[src/rtl/hazard_pkg.sv]
// ============================================================================
// Module     : hazard_pkg
// Description: Shared types and constants for the hazard control unit:
//              FSM state encoding, the load writeback selector value and the
//              widths of the vector occupancy and stall performance counters.
// Revision   : 1.0 - initial release
// ============================================================================
`default_nettype none

package hazard_pkg;

  // Encoding 2'd3 is intentionally unused; the FSM recovers from it to RUN.
  typedef enum logic [1:0] {
    ST_RUN      = 2'd0,
    ST_FLUSH    = 2'd1,
    ST_VEC_BUSY = 2'd2
  } hz_state_t;

  localparam logic [1:0] MEM_TO_REG_LOAD = 2'b01;

  localparam int VCNT_W = 3;
  localparam int PERF_W = 16;

endpackage : hazard_pkg

`default_nettype wire

[src/rtl/vec_busy_counter.sv]
// ============================================================================
// Module     : vec_busy_counter
// Description: Tracks how many more cycles a multi-cycle vector op occupies EX
//              and which vector register it will write.
//   clk, rst        : clock, asynchronous active-high reset
//   i_load          : vector op issues this cycle
//   i_load_val      : remaining occupancy to load (already max(n,1)-1)
//   i_dec           : decrement request (one per VEC_BUSY cycle)
//   i_ex_vd         : vector destination currently in ID/EX
//   o_count         : remaining busy cycles
//   o_busy_vd       : destination register of the busy vector op
// Revision   : 1.0 - initial release
// ============================================================================
`default_nettype none

module vec_busy_counter
  import hazard_pkg::*;
(
  input  logic              clk,
  input  logic              rst,
  input  logic              i_load,
  input  logic [VCNT_W-1:0] i_load_val,
  input  logic              i_dec,
  input  logic [4:0]        i_ex_vd,
  output logic [VCNT_W-1:0] o_count,
  output logic [4:0]        o_busy_vd
);

  logic [VCNT_W-1:0] r_count;
  logic [4:0]        r_busy_vd;
  logic              r_cap_pending;

  // The issuing op only reaches ID/EX one edge after issue, so its
  // destination is captured on the edge after the counter loads.
  always_ff @(posedge clk or posedge rst) begin
    if (rst) begin
      r_count       <= '0;
      r_busy_vd     <= '0;
      r_cap_pending <= 1'b0;
    end else begin
      if (i_load) begin
        r_count <= i_load_val;
      end else if (i_dec && (r_count != '0)) begin
        r_count <= r_count - 1'b1;
      end
      r_cap_pending <= i_load;
      if (r_cap_pending) begin
        r_busy_vd <= i_ex_vd;
      end
    end
  end

  assign o_count   = r_count;
  assign o_busy_vd = r_busy_vd;

endmodule : vec_busy_counter

`default_nettype wire

[src/rtl/hazard_control_unit.sv]
// ============================================================================
// Module     : hazard_control_unit
// Description: Pipeline hazard controller. Mealy detection of taken-branch
//              flushes, load-use stalls and (optionally) vector occupancy
//              stalls, with priority branch > load-use > vector.
//   Inputs : clk, rst, id_valid, id_rs1, id_rs2, id_vec_op, id_vs1, id_vs2,
//            id_vec_cycles, ex_reg_write, ex_rd, ex_mem_to_reg, ex_vd,
//            ex_branch_taken
//   Outputs: stall_if, stall_id, flush_ifid, flush_idex, state[1:0],
//            stall_cycles[15:0]
// Configuration: define VECTOR_HAZARD_EN to enable vector occupancy tracking
//              (VEC_BUSY state, vec_busy_counter). Undefined: vector inputs
//              are ignored.
// Revision   : 1.0 - initial release
// ============================================================================
`default_nettype none

module hazard_control_unit
  import hazard_pkg::*;
(
  input  logic        clk,
  input  logic        rst,
  input  logic        id_valid,
  input  logic [4:0]  id_rs1,
  input  logic [4:0]  id_rs2,
  input  logic        id_vec_op,
  input  logic [4:0]  id_vs1,
  input  logic [4:0]  id_vs2,
  input  logic [2:0]  id_vec_cycles,
  input  logic        ex_reg_write,
  input  logic [4:0]  ex_rd,
  input  logic [1:0]  ex_mem_to_reg,
  input  logic [4:0]  ex_vd,
  input  logic        ex_branch_taken,
  output logic        stall_if,
  output logic        stall_id,
  output logic        flush_ifid,
  output logic        flush_idex,
  output logic [1:0]  state,
  output logic [15:0] stall_cycles
);

  hz_state_t         r_state;
  hz_state_t         w_state_nxt;
  logic [PERF_W-1:0] r_stall_cycles;

  logic              w_load_use;
  logic              w_vec_req;
  logic              w_vec_hazard;
  logic              w_vec_issue;
  logic [VCNT_W-1:0] w_vec_load_val;
  logic [VCNT_W-1:0] w_vcnt;
  logic              w_stall;
  logic              w_flush_ifid;
  logic              w_flush_idex;

  // x0 is hardwired, so a load targeting it never creates a dependency.
  assign w_load_use = (ex_mem_to_reg == MEM_TO_REG_LOAD) && ex_reg_write &&
                      (ex_rd != 5'd0) && id_valid &&
                      ((ex_rd == id_rs1) || (ex_rd == id_rs2));

`ifdef VECTOR_HAZARD_EN
  logic [4:0] w_busy_vd;

  assign w_vec_req      = id_valid && id_vec_op;
  assign w_vec_hazard   = id_valid &&
                          (id_vec_op || (id_vs1 == w_busy_vd) || (id_vs2 == w_busy_vd));
  // Occupancy 0 behaves like 1, i.e. no extra busy cycles.
  assign w_vec_load_val = (id_vec_cycles == 3'd0) ? 3'd0 : (id_vec_cycles - 3'd1);

  vec_busy_counter u_vec_busy_counter (
    .clk        (clk),
    .rst        (rst),
    .i_load     (w_vec_issue),
    .i_load_val (w_vec_load_val),
    .i_dec      (r_state == ST_VEC_BUSY),
    .i_ex_vd    (ex_vd),
    .o_count    (w_vcnt),
    .o_busy_vd  (w_busy_vd)
  );
`else
  logic w_unused_vec;

  assign w_vec_req      = 1'b0;
  assign w_vec_hazard   = 1'b0;
  assign w_vec_load_val = '0;
  assign w_vcnt         = '0;
  assign w_unused_vec   = ^{id_vec_op, id_vs1, id_vs2, id_vec_cycles, ex_vd, w_vec_issue};
`endif

  always_ff @(posedge clk or posedge rst) begin
    if (rst) begin
      r_state <= ST_RUN;
    end else begin
      r_state <= w_state_nxt;
    end
  end

  always_comb begin
    w_state_nxt  = r_state;
    w_stall      = 1'b0;
    w_flush_ifid = 1'b0;
    w_flush_idex = 1'b0;
    w_vec_issue  = 1'b0;
    case (r_state)
      ST_RUN: begin
        if (ex_branch_taken) begin
          w_flush_ifid = 1'b1;
          w_flush_idex = 1'b1;
          w_state_nxt  = ST_FLUSH;
        end else if (w_load_use) begin
          w_stall = 1'b1;
        end else if (w_vec_req) begin
          w_vec_issue = 1'b1;
          if (w_vec_load_val != '0) begin
            w_state_nxt = ST_VEC_BUSY;
          end
        end
      end
      // Shadow cycle after a flush: the ID contents are dead, so only a new
      // branch is honoured. The vector counter is frozen here.
      ST_FLUSH: begin
        if (ex_branch_taken) begin
          w_flush_ifid = 1'b1;
          w_flush_idex = 1'b1;
          w_state_nxt  = ST_FLUSH;
        end else begin
          w_state_nxt = (w_vcnt != '0) ? ST_VEC_BUSY : ST_RUN;
        end
      end
      // Counter decrements every cycle in this state, including a branch
      // cycle; a branch flushes but leaves the occupancy in place.
      ST_VEC_BUSY: begin
        if (ex_branch_taken) begin
          w_flush_ifid = 1'b1;
          w_flush_idex = 1'b1;
          w_state_nxt  = ST_FLUSH;
        end else begin
          if (w_load_use || w_vec_hazard) begin
            w_stall = 1'b1;
          end
          w_state_nxt = (w_vcnt <= 3'd1) ? ST_RUN : ST_VEC_BUSY;
        end
      end
      default: begin
        w_state_nxt = ST_RUN;
      end
    endcase
  end

  always_ff @(posedge clk or posedge rst) begin
    if (rst) begin
      r_stall_cycles <= '0;
    end else if (w_stall && (r_stall_cycles != '1)) begin
      r_stall_cycles <= r_stall_cycles + 1'b1;
    end
  end

  // Detection is combinational, so outputs are forced low while reset is
  // held rather than waiting for the registered state to clear.
  assign stall_if     = w_stall & ~rst;
  assign stall_id     = w_stall & ~rst;
  assign flush_ifid   = w_flush_ifid & ~rst;
  assign flush_idex   = (w_flush_idex | w_stall) & ~rst;
  assign state        = r_state;
  assign stall_cycles = r_stall_cycles;

endmodule : hazard_control_unit

`default_nettype wire

[config.mk]
export PLATFORM = sky130hd
export DESIGN_NAME = hazard_control_unit
export DESIGN_NICKNAME = d
export VERILOG_FILES = /design/src/rtl/hazard_pkg.sv /design/src/rtl/vec_busy_counter.sv /design/src/rtl/hazard_control_unit.sv
export SDC_FILE = /design/constraint.sdc
export NUM_CORES = 1
export LEC_CHECK = 0
export BUFFER_PORTS_ARGS = -buffer_cell sky130_fd_sc_hd__buf_2
export CORE_MARGIN = 8
export CORE_UTILIZATION = 38
export CTS_CLUSTER_DIAMETER = 60
export DETAILED_ROUTE_END_ITERATION = 7
export PLACE_DENSITY_LB_ADDON = 0.05
export SLEW_MARGIN = 5
export SYNTH_ARGS = -nofsm -noshare
export SYNTH_HDL_FRONTEND = slang
export SYNTH_SLANG_ARGS = --single-unit
[constraint.sdc]
create_clock -name clk -period 3.6 [get_ports clk]
set_input_delay 0 -clock clk [delete_from_list [all_inputs] [get_ports clk]]
set_output_delay 0 -clock clk [all_outputs]
set_load 0.02 [all_outputs]
Word-level counts from Yosys, hierarchy flattened
Cells that the tools add are included.
{ "totals": {"latchBits": 0, "ram_bits": 0, "input_bits": 41, "memories": 0, "elab_cells": 34, "register_bits": 18, "output_inout_bits": 22, "mem_bits_ro": 0} }
{ "classes": {"reduce_logical": 11, "bitwise_logic": 5, "addsub": 1, "muxes": 8, "n_shift": 0, "n_mul": 0, "eq_ne": 7, "div": 0, "n_lt_le_gt_ge": 0} }
{ "ops": {"columns": ["operator", "count"], "rows": [
  ["$add 16x1->16 const B", 1],
  ["$ne 16x16->1 const B", 1],
  ["$eq 5x5->1", 2],
  ["$mux 1", 6],
  ["$logic_and 1x1->1", 5],
  ["$reduce_bool 5->1", 1],
  ["$eq 2x1->1 const B", 2],
  ["$pmux 2 s2", 1],
  ["$reduce_or 2->1", 2],
  ["$and 1x1->1", 3],
  ["$reduce_or 3->1", 1],
  ["$eq 2x2->1 const B", 1],
  ["$logic_not 2->1", 1],
  ["$mux 2", 1],
  ["$ne 2x2->1 const B", 1],
  ["$logic_or 1x1->1", 1],
  ["$not 1->1", 1],
  ["$or 1x1->1", 1]
]} }

Longest topological paths before layout
Gate-level depths: netlist of run 1.
{ "logic_depth": {"word_depth": 10, "ltp_mapped": 7, "ltp_nobuf": 6} }

Least setup slack after synthesis of run 1
Ideal clock, no wire load.
{ "synth_path": {"path_type": "register to register", "startpoint": "register r_stall_cycles[0] (netlist: stall_cycles[0])", "endpoint": "register r_stall_cycles[1] (netlist: stall_cycles[1])", "required_time_ns": 3.472, "path_buffers": 0, "setup_time_ns": 0.128, "arrival_time_ns": 1.601, "setup_slack_ns": 1.872, "synth_period_minus_slack_ns": 1.728, "stages_incl_launch_ff": 7, "path_cell_list": "dfrtp_1 -> ha_1 -> nand4_1 -> nor4_4 -> nor2_2 -> nand2_1 -> mux2_1"} }
{ "synth_between": {"elab_chain_cells": 2, "elab_cells_between_ends": 3, "classes_between": "add/sub: 1; eq/ne: 1; reduce/logical: 1"} }
{ "synth_lines": {"columns": ["element", "line_no", "text"], "rows": [
  ["from (decl)", "hazard_control_unit.sv:45", "logic [PERF_W-1:0] r_stall_cycles;"],
  ["from (signal assigned)", "hazard_control_unit.sv:155", "r_stall_cycles <= r_stall_cycles + 1'b1;"],
  ["branches (longest 2 deep; another with $add 16x1->16)", null, null]
]} }
Several ways; the timed one is not identified.
A chain may end at the register's enable or synchronous reset.

Worst setup path after layout of run 1
Same ends and word-level chain as after synthesis.

==> impl_table.tex, run 1 <==
\begin{tabular}{lr}
\hline
Metric & Value \\
\hline
\multicolumn{2}{l}{\textbf{Synth}} \\
Summed instance area of the synthesized netlist & 1070 um2 \\
Most used flip-flop cell after synthesis & dfrtp\_1 \\
Flop and latch count out of synthesis & 17 \\
Sequential area share after synthesis & approximately two fifths \\
Top post-synthesis cells by count & xnor2\_1, dfrtp\_1, nand4\_1 \\
Count of flip-flops with a built-in enable after synthesis & 0 \\
Largest area contributor in the netlist & dfrtp\_1 \\
Post-Syn Nets & approximately 150 \\
Top cells by area, synth & dfrtp\_1, xnor2\_1, nand4\_1, and3\_1, nand2\_1 \\
Post-Syn Area per Cell & roughly 10 um2 \\
Cells after Synth & 106 \\
Synthesis warning total & 0 \\
Most frequent cell after synthesis & xnor2\_1 \\
Share of the synthesized area in the top cell type & between 30\% and 40\% \\
Async SR Flop Fraction & between 90\% and 100\% \\
Number of unique standard cell types used by synthesis & 31 \\
\multicolumn{2}{l}{\textbf{Clocking}} \\
CTS-repair resized insts & 0 \\
Post-CTS setup buffer count & 0 \\
H-Tree Depth & 1 \\
Deepest clock path buffer count & 2 \\
CTS tree & yes \\
Root buffer cell & clkbuf\_4 \\
Insertion delay to the later sink of the worst-skew pair & between 0.2 and 0.3 ns \\
Clock transition at the register clock pins on the worst setup and hold paths after CTS & 0.11 ns \\
Total clock buffers created by CTS & 3 \\
Number of clock sinks & 17 \\
\multicolumn{2}{l}{\textbf{Die}} \\
Height of the die & slightly below 70 um \\
Core Region & 2710 um2 \\
Area of the die & 4760 um2 \\
Floorplan die width & 69.0 um \\
Top-level port count & 63 \\
Effective utilization at floorplan & 39.4\% \\
Rows & 19 \\
\multicolumn{2}{l}{\textbf{Route}} \\
Vias post-DR & 924 \\
Count of nets left with antenna violations after detail routing & 0 \\
Vias per inst & 5.13 \\
First drt pass iteration count & 4 \\
Detailed Route Iter0 Violations & 28 \\
Detail-routed net length per standard cell & 14.4 um \\
Total Routed Length & 2580 um \\
Drt drc & 0 \\
\multicolumn{2}{l}{\textbf{Power and ir drop}} \\
Pwr Density & 263 nW/um2 \\
Switching share of power & 26.0\% \\
Part of the power in combinational logic & 14.7\% \\
Proportion of power drawn by flip-flops and latches & between 50\% and 60\% \\
Peak supply drop & 0.151 mV \\
Pint & 0.259 mW \\
Clk pwr share & slightly below 30\% \\
Static leakage & 0.670 nW \\
NetSw & approximately 0.091 mW \\
\multicolumn{2}{l}{\textbf{Finish}} \\
Final nets & 192 \\
Final non-filler cell total & 180 \\
Share of post-route cells with drive strength above 1 & 35.6\% \\
Final antenna diode count & 0 \\
Layout-stage area growth over the synthesis result & 24.4\% \\
Area of all placed cells without fillers & 1330 um2 \\
\multicolumn{2}{l}{\textbf{Global route}} \\
Total grt overflow & 0 \\
GRT Overall Usage & 11.4\% \\
Number of antenna violations at the first check in global routing & 0 \\
Global-route wire length before repair & about 4100 um \\
Vias in the first global route & 905 \\
Maximum number of pins on one net before global-route repair & 19 \\
\multicolumn{2}{l}{\textbf{STA}} \\
Count of pins over their slew limit & 0 \\
Worst Tran Pin Value & 0.831 ns \\
Final count of hold timing violations & 0 \\
Setup repair after global routing missed its margin & no \\
Setup TNS & 0 ns \\
Clock Skews & 0.00781 ns \\
Ratio of final minimum period to clock period & 56.9\% \\
Final setup slack of the worst path & 1.55 ns \\
Highest attainable clock frequency & 0.488 GHz \\
Final min period & around 2.0 ns \\
Rel. slew slack & approximately 45\% \\
Number of setup violations in the final report & 0 \\
\multicolumn{2}{l}{\textbf{Placed design}} \\
GP Congestion & 0.700 \\
Post-Place Cell Area & 1280 um2 \\
\# port buffers & 42 \\
Instance count after placement with tap cells included & 174 \\
Worst slack after detailed placement & 1.55 ns \\
DP HPWL & 1970 um \\
\multicolumn{2}{l}{\textbf{Critical path}} \\
Setup CP Type & reg2reg \\
Critical path data required time & 3.79 ns \\
Startpoint type of the worst setup path & register \\
Arrival time reported for the critical path endpoint & 2.23 ns \\
Critical Path Sink Type & register \\
Critical Path Fanout Max & 11 \\
\multicolumn{2}{l}{\textbf{Hold path}} \\
Path category of the worst min-delay check & in2reg \\
\multicolumn{2}{l}{\textbf{Run status}} \\
Outcome & finished clean \\
\multicolumn{2}{l}{\textbf{Run}} \\
Max-cap violations & 0 \\
\hline
\end{tabular}
[cells by family after synthesis]
family	after synthesis	synth area share (%)
AO/OA/AOI/OAI	7	5.74
XOR/XNOR	23	18.9
adder cells (fa/ha/maj)	1	1.17
buffers and inverters	9	4.69
flip-flops	17	39.9
multiplexers	1	1.06
other	1	0.351
AND/OR/NAND/NOR	47	28.3
[state kept, by name (all words and copies together), names as in the netlist]
register,flops
stall_cycles,16
state,1
[layout by cell type (no fill, tap or decap), types with 3 or more instances in the layout]
master / count
nand3_1: 4
inv_1: 4
clkbuf_4: 3
nand4_1: 11
nand2_1: 6
nor2_1: 4
buf_2: 42
and3_1: 6
a21oi_1: 3
dfrtp_1: 17
xnor2_1: 23
[final timing paths]
check / startpoint / to / slack [ns] / cells after the start
min in group asynchronous: rst / stall_cycles[0] / 0.38 / 3
setup reg to reg: stall_cycles[0] / stall_cycles[1] / 1.55 / 6
hold / removal: ex_rd[0] / stall_cycles[12] / 0.33 / 5
setup / recovery: stall_cycles[0] / stall_cycles[1] / 1.55 / 6
hold reg to reg: stall_cycles[13] / stall_cycles[13] / 0.50 / 1
max in group asynchronous: rst / stall_cycles[13] / 2.79 / 3
[metal layers]
layer	routed length [um]	track usage [%]	part of all wire, %	up-vias
met5	0	0	0	-
met4	21	4.51	0.81	0
met3	189	3.72	7.3	2
met2	1300	19.1	50	26
met1	1080	13.0	42	436
li1	-	-	-	460
[area by class of cell]
type	instances	area [um2]
sequential	17	425
clock buffer	4	26.3
tap	31	38.8
inverter	4	15.0
fill	281	1380
timing repair buffer	44	230
multi-input combinational	80	592
[per-stage QoR]
step / total power, mW / hold WS [ns] / util (%)
floorplan: 0.227 / -0.0739 / -
global placement: 0.247 / 0.144 / 47.3
detailed placement: 0.248 / 0.138 / 47.3
CTS: 0.357 / 0.320 / 49.0
global route: 0.367 / 0.359 / 49.0
finish: 0.350 / 0.331 / 49.0
[critical path: stages (launching register included)]
cell and delay (ns):
dfrtp_1 0.43, ha_1 0.30, nand4_1 0.17, nor4_4 0.06, nor2_2 0.42, nand2_1 0.20, mux2_1 0.36
[power groups by stage]
stage               Clock [mW]  Sequential (mW)  Combinational (mW)
floorplan                    0            0.200              0.0278
global placement             0            0.198              0.0498
detailed placement           0            0.198              0.0504
CTS                      0.111            0.194              0.0522
global route             0.116            0.194              0.0569
finish                   0.104            0.194              0.0515
[what timing repair did]
item / in CTS / in global routing
endpoints found under the hold margin: 18 / 0
hold buffers: 2 / 0
endpoints found under the setup margin: 0 / 0
(Power assumes the default switching activity.)
==> run 2, diff against run 1 <==
==> constraint.sdc (replaced) <==
create_clock -name clk -period 1.8 [get_ports clk]
set_input_delay 0 -clock clk [delete_from_list [all_inputs] [get_ports clk]]
set_output_delay 0 -clock clk [all_outputs]
set_load 0.02 [all_outputs]
==> impl_table.tex, run 2 (synthesized netlist as in run 1, its figures left out) <==
\begin{tabular}{lr}
\hline
Metric & Value \\
\hline
\multicolumn{2}{l}{\textbf{Global route}} \\
Maximum number of pins on one net before global-route repair & 18 (was 19) \\
Global-route wire length before repair & 4570 um (was 4130 um) \\
GRT Overall Usage & 12.5\% (was 11.4\%) \\
Number of antenna violations at the first check in global routing & 0 (unchanged) \\
Total grt overflow & 0 (unchanged) \\
Vias in the first global route & 1016 (was 905) \\
\multicolumn{2}{l}{\textbf{Finish}} \\
Final non-filler cell total & 192 (was 180) \\
Top library cells by usage in the layout, fill and taps aside & buf\_2, xnor2\_1, dfrtp\_1 (unchanged) \\
Layout-stage area growth over the synthesis result & 33.3\% (was 24.4\%) \\
Flip-flop count of the largest register after layout & 16 (unchanged) \\
Filler cell count in the final layout & 269 (was 281) \\
Final antenna diode count & 0 (unchanged) \\
Share of post-route cells with drive strength above 1 & 41.6\% (was 35.6\%) \\
Core occupancy in the finished layout & 52.5\% (was 49.0\%) \\
Most common cell after layout, fill and taps aside & buf\_2 (unchanged) \\
Final nets & 204 (was 192) \\
\multicolumn{2}{l}{\textbf{Critical path}} \\
Arrival time reported for the critical path endpoint & 1.90 ns (was 2.23 ns) \\
Peak per-stage delay on the critical path & 0.40 ns (was 0.43 ns) \\
Setup CP Type & reg2reg (unchanged) \\
Worst Path Buf+Inv & 0 (unchanged) \\
Critical Path Fanout Max & 4 (was 11) \\
Startpoint type of the worst setup path & register (unchanged) \\
Critical path data required time & 1.98 ns (was 3.79 ns) \\
Cells traversed along the worst timing path & ha\_2 > nand4\_1 > nor4\_4 > nor2\_2 > nand2\_2 > mux2\_1 (was ha\_1 > nand4\_1 > nor4\_4 > nor2\_2 > nand2\_1 > mux2\_1) \\
Cell type group with the largest total delay on the critical path & simple AND/OR/NAND/NOR gates (unchanged) \\
Critical Path Sink Type & register (unchanged) \\
Slowest cell on the critical path & dfrtp\_1 (unchanged) \\
\multicolumn{2}{l}{\textbf{Clocking}} \\
CTS tree & yes (unchanged) \\
Deepest clock path buffer count & 2 (unchanged) \\
Number of clock sinks & 17 (unchanged) \\
Total clock buffers created by CTS & 3 (unchanged) \\
H-Tree Depth & 1 (unchanged) \\
Clock transition at the register clock pins on the worst setup and hold paths after CTS & 0.10 ns (was 0.11 ns) \\
Insertion delay to the later sink of the worst-skew pair & 0.29 ns (about the same) \\
Root buffer cell & clkbuf\_4 (unchanged) \\
\multicolumn{2}{l}{\textbf{STA}} \\
Final min period & 1.72 ns (was 2.05 ns) \\
Count of pins over their slew limit & 0 (unchanged) \\
Worst hold slack across all endpoints & 0.164 ns (was 0.331 ns) \\
Final count of hold timing violations & 0 (unchanged) \\
Rel. slew slack & 54.9\% (was 44.6\%) \\
Setup TNS & 0 ns (unchanged) \\
Number of setup violations in the final report & 0 (unchanged) \\
Highest attainable clock frequency & 0.581 GHz (was 0.488 GHz) \\
Clock Skews & 0.00266 ns (was 0.00781 ns) \\
Worst Tran Pin Value & 0.675 ns (was 0.831 ns) \\
Ratio of final minimum period to clock period & 95.6\% (was 56.9\%) \\
\multicolumn{2}{l}{\textbf{Route}} \\
Total Routed Length & 2710 um (was 2580 um) \\
Vias per inst & 5.01 (was 5.13) \\
First drt pass iteration count & 4 (unchanged) \\
Vias post-DR & 961 (was 924) \\
Count of nets left with antenna violations after detail routing & 0 (unchanged) \\
Detail-routed net length per standard cell & 14.1 um (was 14.4 um) \\
Detailed Route Iter0 Violations & 43 (was 28) \\
Drt drc & 0 (unchanged) \\
\multicolumn{2}{l}{\textbf{Power and ir drop}} \\
Static leakage & 0.733 nW (was 0.670 nW) \\
Peak supply drop & 0.321 mV (was 0.151 mV) \\
Pwr Density & 498 nW/um2 (was 263 nW/um2) \\
\multicolumn{2}{l}{\textbf{Die}} \\
Height of the die & 69.0 um (unchanged) \\
Effective utilization at floorplan & 39.4\% (unchanged) \\
Core Region & 2710 um2 (unchanged) \\
Rows & 19 (unchanged) \\
Area of the die & 4760 um2 (unchanged) \\
Floorplan die width & 69.0 um (unchanged) \\
Top-level port count & 63 (unchanged) \\
\multicolumn{2}{l}{\textbf{Placed design}} \\
\# port buffers & 42 (unchanged) \\
Instance count after placement with tap cells included & 182 (was 174) \\
GP Congestion & 0.745 (was 0.700) \\
DP HPWL & 2160 um (was 1970 um) \\
\multicolumn{2}{l}{\textbf{Run}} \\
Max-cap violations & 0 (unchanged) \\
\multicolumn{2}{l}{\textbf{Run status}} \\
Outcome & finished clean (unchanged) \\
\multicolumn{2}{l}{\textbf{Hold path}} \\
Path category of the worst min-delay check & in2reg (unchanged) \\
\hline
\end{tabular}
==> run 2: cell types whose count changed in the layout (fill, tap and decap cells not counted), sizes merged <==
cell  change
buf      +12
==> run 2: layout make-up <==
cell class	instances	area (um2)	area share, %
Inverter	4	15.0	1.06
Tap cell	31	38.8	2.73
Timing Repair Buffer	56	320	22.5
Sequential cell	17	425	29.9
Clock buffer	4	26.3	1.85
Multi-Input combinational cell	80	597	42.0
==> run 2: power by group <==
| group | leakage, nW | switching (mW) | internal (mW) | total (mW) |
|---|---|---|---|---|
| combinational | 0.483 | 0.0584 | 0.0524 | 0.111 |
| clock | 0.0150 | 0.124 | 0.0862 | 0.210 |
| sequential | 0.235 | 0.00256 | 0.385 | 0.387 |
| total | 0.733 | 0.185 | 0.523 | 0.708 |
==> run 2: routing by layer <==
| layer | vias to the layer above | global-route usage [%] | wire length (um) |
|---|---|---|---|
| li1 | 484 | - | - |
| met1 | 447 | 14.8 | 1130 |
| met5 | - | 0 | 0 |
| met2 | 26 | 21.3 | 1410 |
| met4 | 0 | 4.51 | 32 |
| met3 | 4 | 2.91 | 132 |
==> run 2: what timing repair did <==
item / in CTS / in global routing
setup buffers: 0 / 4
gates resized for setup: 0 / 2
setup endpoints to repair: 0 / 1
hold buffers: 2 / 0
endpoints found under the hold margin: 18 / 0
==> run 2: path summary, 6_finish.rpt <==
kind	start	endpoint	slack, ns	cells past startpoint
setup / recovery	stall_cycles[0]	stall_cycles[1]	0.08	6
hold / removal	id_rs2[3]	stall_cycles[0]	0.16	6
setup reg to reg	stall_cycles[0]	stall_cycles[1]	0.08	6
hold reg to reg	stall_cycles[13]	stall_cycles[13]	0.50	1
max in group asynchronous	rst	stall_cycles[12]	0.97	3
min in group asynchronous	rst	stall_cycles[2]	0.40	3
==> run 2: worst register-to-register path: stages, from the launching register on <==
cell	delay [ns]
dfrtp_1	0.40
ha_2	0.21
nand4_1	0.15
nor4_4	0.35
nor2_2	0.08
nand2_2	0.10
mux2_1	0.32
==> run 2: per-stage QoR <==
step                total power, mW  area [um2]  worst slack, ns
global placement              0.498        1340            0.167
finish                        0.708        1420           0.0800
floorplan                     0.455        1070           0.0719
detailed placement            0.501        1340            0.145
global route                  0.750        1420          -0.0120
CTS                           0.722        1390            0.128
==> run 3, diff against run 2 <==
--- a/config.mk
+++ b/config.mk
@@ -5,7 +5,7 @@
 export SDC_FILE = /design/constraint.sdc
 export NUM_CORES = 1
 export LEC_CHECK = 0
-export BUFFER_PORTS_ARGS = -buffer_cell sky130_fd_sc_hd__buf_2
+export BUFFER_PORTS_ARGS = -buffer_cell sky130_fd_sc_hd__buf_4
 export CORE_MARGIN = 8
 export CORE_UTILIZATION = 38
 export CTS_CLUSTER_DIAMETER = 60
==> impl_table.tex, run 3 (synthesized netlist as in run 1, its figures left out) <==
\begin{tabular}{lr}
\hline
Metric & Value \\
\hline
\multicolumn{2}{l}{\textbf{Run status}} \\
Outcome & finished clean (unchanged) \\
\multicolumn{2}{l}{\textbf{STA}} \\
Setup repair after global routing missed its margin & no \\
Count of pins over their slew limit & 0 (unchanged) \\
Number of setup violations in the final report & 0 (unchanged) \\
Final setup slack of the worst path & 0.161 ns (was 0.0800 ns) \\
Rel. slew slack & 54.5\% (was 54.9\%) \\
Clock Skews & 0.00209 ns (was 0.00266 ns) \\
Highest attainable clock frequency & 0.610 GHz (was 0.581 GHz) \\
Final count of hold timing violations & 0 (unchanged) \\
Final min period & 1.64 ns (was 1.72 ns) \\
Worst Tran Pin Value & 0.682 ns (was 0.675 ns) \\
Ratio of final minimum period to clock period & 91.1\% (was 95.6\%) \\
Setup TNS & 0 ns (unchanged) \\
\multicolumn{2}{l}{\textbf{Finish}} \\
Most common cell after layout, fill and taps aside & buf\_4 (was buf\_2) \\
Top library cells by usage in the layout, fill and taps aside & buf\_4, xnor2\_1, dfrtp\_1 (was buf\_2, xnor2\_1, dfrtp\_1) \\
Share of post-route cells with drive strength above 1 & 38.9\% (was 41.6\%) \\
Layout-stage area growth over the synthesis result & 39.9\% (was 33.3\%) \\
Filler cell count in the final layout & 264 (was 269) \\
Flip-flop count of the largest register after layout & 16 (unchanged) \\
Final nets & 200 (was 204) \\
Final antenna diode count & 0 (unchanged) \\
\multicolumn{2}{l}{\textbf{Power and ir drop}} \\
Pwr Density & 483 nW/um2 (was 498 nW/um2) \\
Static leakage & 0.731 nW (was 0.733 nW) \\
Peak supply drop & 0.373 mV (was 0.321 mV) \\
NetSw & 0.183 mW (was 0.185 mW) \\
Clk pwr share & 29.0\% (was 29.6\%) \\
Proportion of power drawn by flip-flops and latches & 53.8\% (was 54.7\%) \\
Part of the power in combinational logic & 17.2\% (was 15.6\%) \\
Pint & 0.537 mW (was 0.523 mW) \\
Switching share of power & 25.4\% (was 26.1\%) \\
\multicolumn{2}{l}{\textbf{Critical path}} \\
Destination of the critical timing path & stall\_cycles[1] (unchanged) \\
Logic depth of the worst register-to-register path & 5 (was 6) \\
R2R Setup Slk & 0.16 ns (was 0.08 ns) \\
Source of the critical timing path & stall\_cycles[12] (was stall\_cycles[0]) \\
Arrival time reported for the critical path endpoint & 1.82 ns (was 1.90 ns) \\
Critical Path Fanout Max & 4 (unchanged) \\
Worst reg2reg path endpoint & stall\_cycles[1] (unchanged) \\
Crit Reg-Reg Startpoint & stall\_cycles[12] (was stall\_cycles[0]) \\
Setup CP Type & reg2reg (unchanged) \\
Startpoint type of the worst setup path & register (unchanged) \\
Critical Path Sink Type & register (unchanged) \\
Critical path data required time & 1.98 ns (about the same) \\
\multicolumn{2}{l}{\textbf{Global route}} \\
Vias in the first global route & 985 (was 1016) \\
Global-route wire length before repair & 4570 um (unchanged) \\
Total grt overflow & 0 (unchanged) \\
Maximum number of pins on one net before global-route repair & 18 (unchanged) \\
GRT Overall Usage & 12.6\% (was 12.5\%) \\
Number of antenna violations at the first check in global routing & 0 (unchanged) \\
\multicolumn{2}{l}{\textbf{Route}} \\
Count of nets left with antenna violations after detail routing & 0 (unchanged) \\
Highest metal layer with signal wires & met4 (unchanged) \\
Total Routed Length & 2680 um (was 2710 um) \\
First drt pass iteration count & 4 (unchanged) \\
Vias per inst & 5.04 (was 5.01) \\
Total routed wire length on the met1 layer & 1130 um (about the same) \\
Detailed Route Iter0 Violations & 40 (was 43) \\
Detail-routed net length per standard cell & 14.3 um (was 14.1 um) \\
Total length of routed met3 wires & 190 um (was 132 um) \\
Routed met2 length & 1320 um (was 1410 um) \\
Drt drc & 0 (unchanged) \\
Vias post-DR & 948 (was 961) \\
\multicolumn{2}{l}{\textbf{Clocking}} \\
Deepest clock path buffer count & 2 (unchanged) \\
Number of clock sinks & 17 (unchanged) \\
Insertion delay to the later sink of the worst-skew pair & 0.29 ns (about the same) \\
Root buffer cell & clkbuf\_4 (unchanged) \\
H-Tree Depth & 1 (unchanged) \\
CTS-repair resized insts & 0 (unchanged) \\
Clock transition at the register clock pins on the worst setup and hold paths after CTS & 0.10 ns (about the same) \\
CTS tree & yes (unchanged) \\
Total clock buffers created by CTS & 3 (unchanged) \\
\multicolumn{2}{l}{\textbf{Placed design}} \\
DP HPWL & 2100 um (was 2160 um) \\
\# port buffers & 42 (unchanged) \\
GP Congestion & 0.724 (was 0.745) \\
Worst slack after detailed placement & 0.151 ns (was 0.145 ns) \\
\multicolumn{2}{l}{\textbf{Die}} \\
Height of the die & 69.0 um (unchanged) \\
Core Region & 2710 um2 (unchanged) \\
Effective utilization at floorplan & 39.4\% (unchanged) \\
Floorplan die width & 69.0 um (unchanged) \\
Top-level port count & 63 (unchanged) \\
Rows & 19 (unchanged) \\
Area of the die & 4760 um2 (unchanged) \\
\multicolumn{2}{l}{\textbf{Run}} \\
Max-cap violations & 0 (unchanged) \\
\multicolumn{2}{l}{\textbf{Hold path}} \\
Path category of the worst min-delay check & in2reg (unchanged) \\
\hline
\end{tabular}
## run 3: cell count changes in the layout (fill, tap and decap cells not counted), sizes merged
cell,delta
buf,-4
## run 3: final cells by class
cell class / instances / area (um2) / area share, %
inverter: 4 / 15.0 / 1.01
clock buffer: 4 / 26.3 / 1.76
multi-input combinational: 80 / 592 / 39.6
tap: 31 / 38.8 / 2.60
sequential: 17 / 425 / 28.5
timing repair buffer: 52 / 395 / 26.5
## run 3: power groups by stage
stage                     Sequential, mW  Clock (mW)  Combinational, mW
after floorplan                    0.399           0             0.0557
after global placement             0.395           0              0.120
after detailed placement           0.395           0              0.122
after CTS                          0.388       0.219              0.126
after global routing               0.389       0.227              0.136
final                              0.388       0.209              0.124
## run 3: what timing repair did
| action | 4_1_cts | 5_1_grt |
|---|---|---|
| hold buffers | 2 | 0 |
| endpoints found under the setup margin | 0 | 0 |
| buffers inserted | 0 | 0 |
| hold endpoints to repair | 18 | 0 |
## run 3: through the flow
stage | instances | area, um2 | utilization (%) | power [mW] | hold WS (ns)
6_report | 188 | 1490 | 55.1 | 0.720 | 0.189
3_5_place_dp | 182 | 1450 | 53.4 | 0.517 | 0.134
2_1_floorplan | 106 | 1070 | - | 0.455 | -0.0739
5_1_grt | 188 | 1490 | 55.1 | 0.752 | 0.263
3_3_place_gp | 182 | 1450 | 53.4 | 0.515 | 0.130
4_1_cts | 188 | 1490 | 55.1 | 0.733 | 0.192
## run 3: worst min-delay path by stage
| stage | startpoint | endpoint | slack, ns | cells past startpoint |
|---|---|---|---|---|
| floorplan | rst | stall_cycles[0] | -0.07 | 1 |
| global placement | ex_branch_taken | state[0] | 0.13 | 1 |
| detailed placement | ex_branch_taken | state[0] | 0.13 | 1 |
| CTS | id_rs2[3] | stall_cycles[0] | 0.19 | 6 |
| global route | id_rs2[3] | stall_cycles[0] | 0.26 | 6 |
| finish | id_rs2[3] | stall_cycles[0] | 0.19 | 6 |
## run 3: per-layer routing
layer	vias up	global-route usage [%]
li1	475	-
met4	0	4.51
met1	434	15.5
met3	4	3.55
met2	35	20.4
met5	-	0
## run 3: worst max-delay path, cell delays in order, from the launching register on
cell and delay, ns:
dfrtp_1 0.41, nand4_1 0.23, nor4_4 0.37, nor2_2 0.07
nand2_1 0.11, mux2_1 0.33
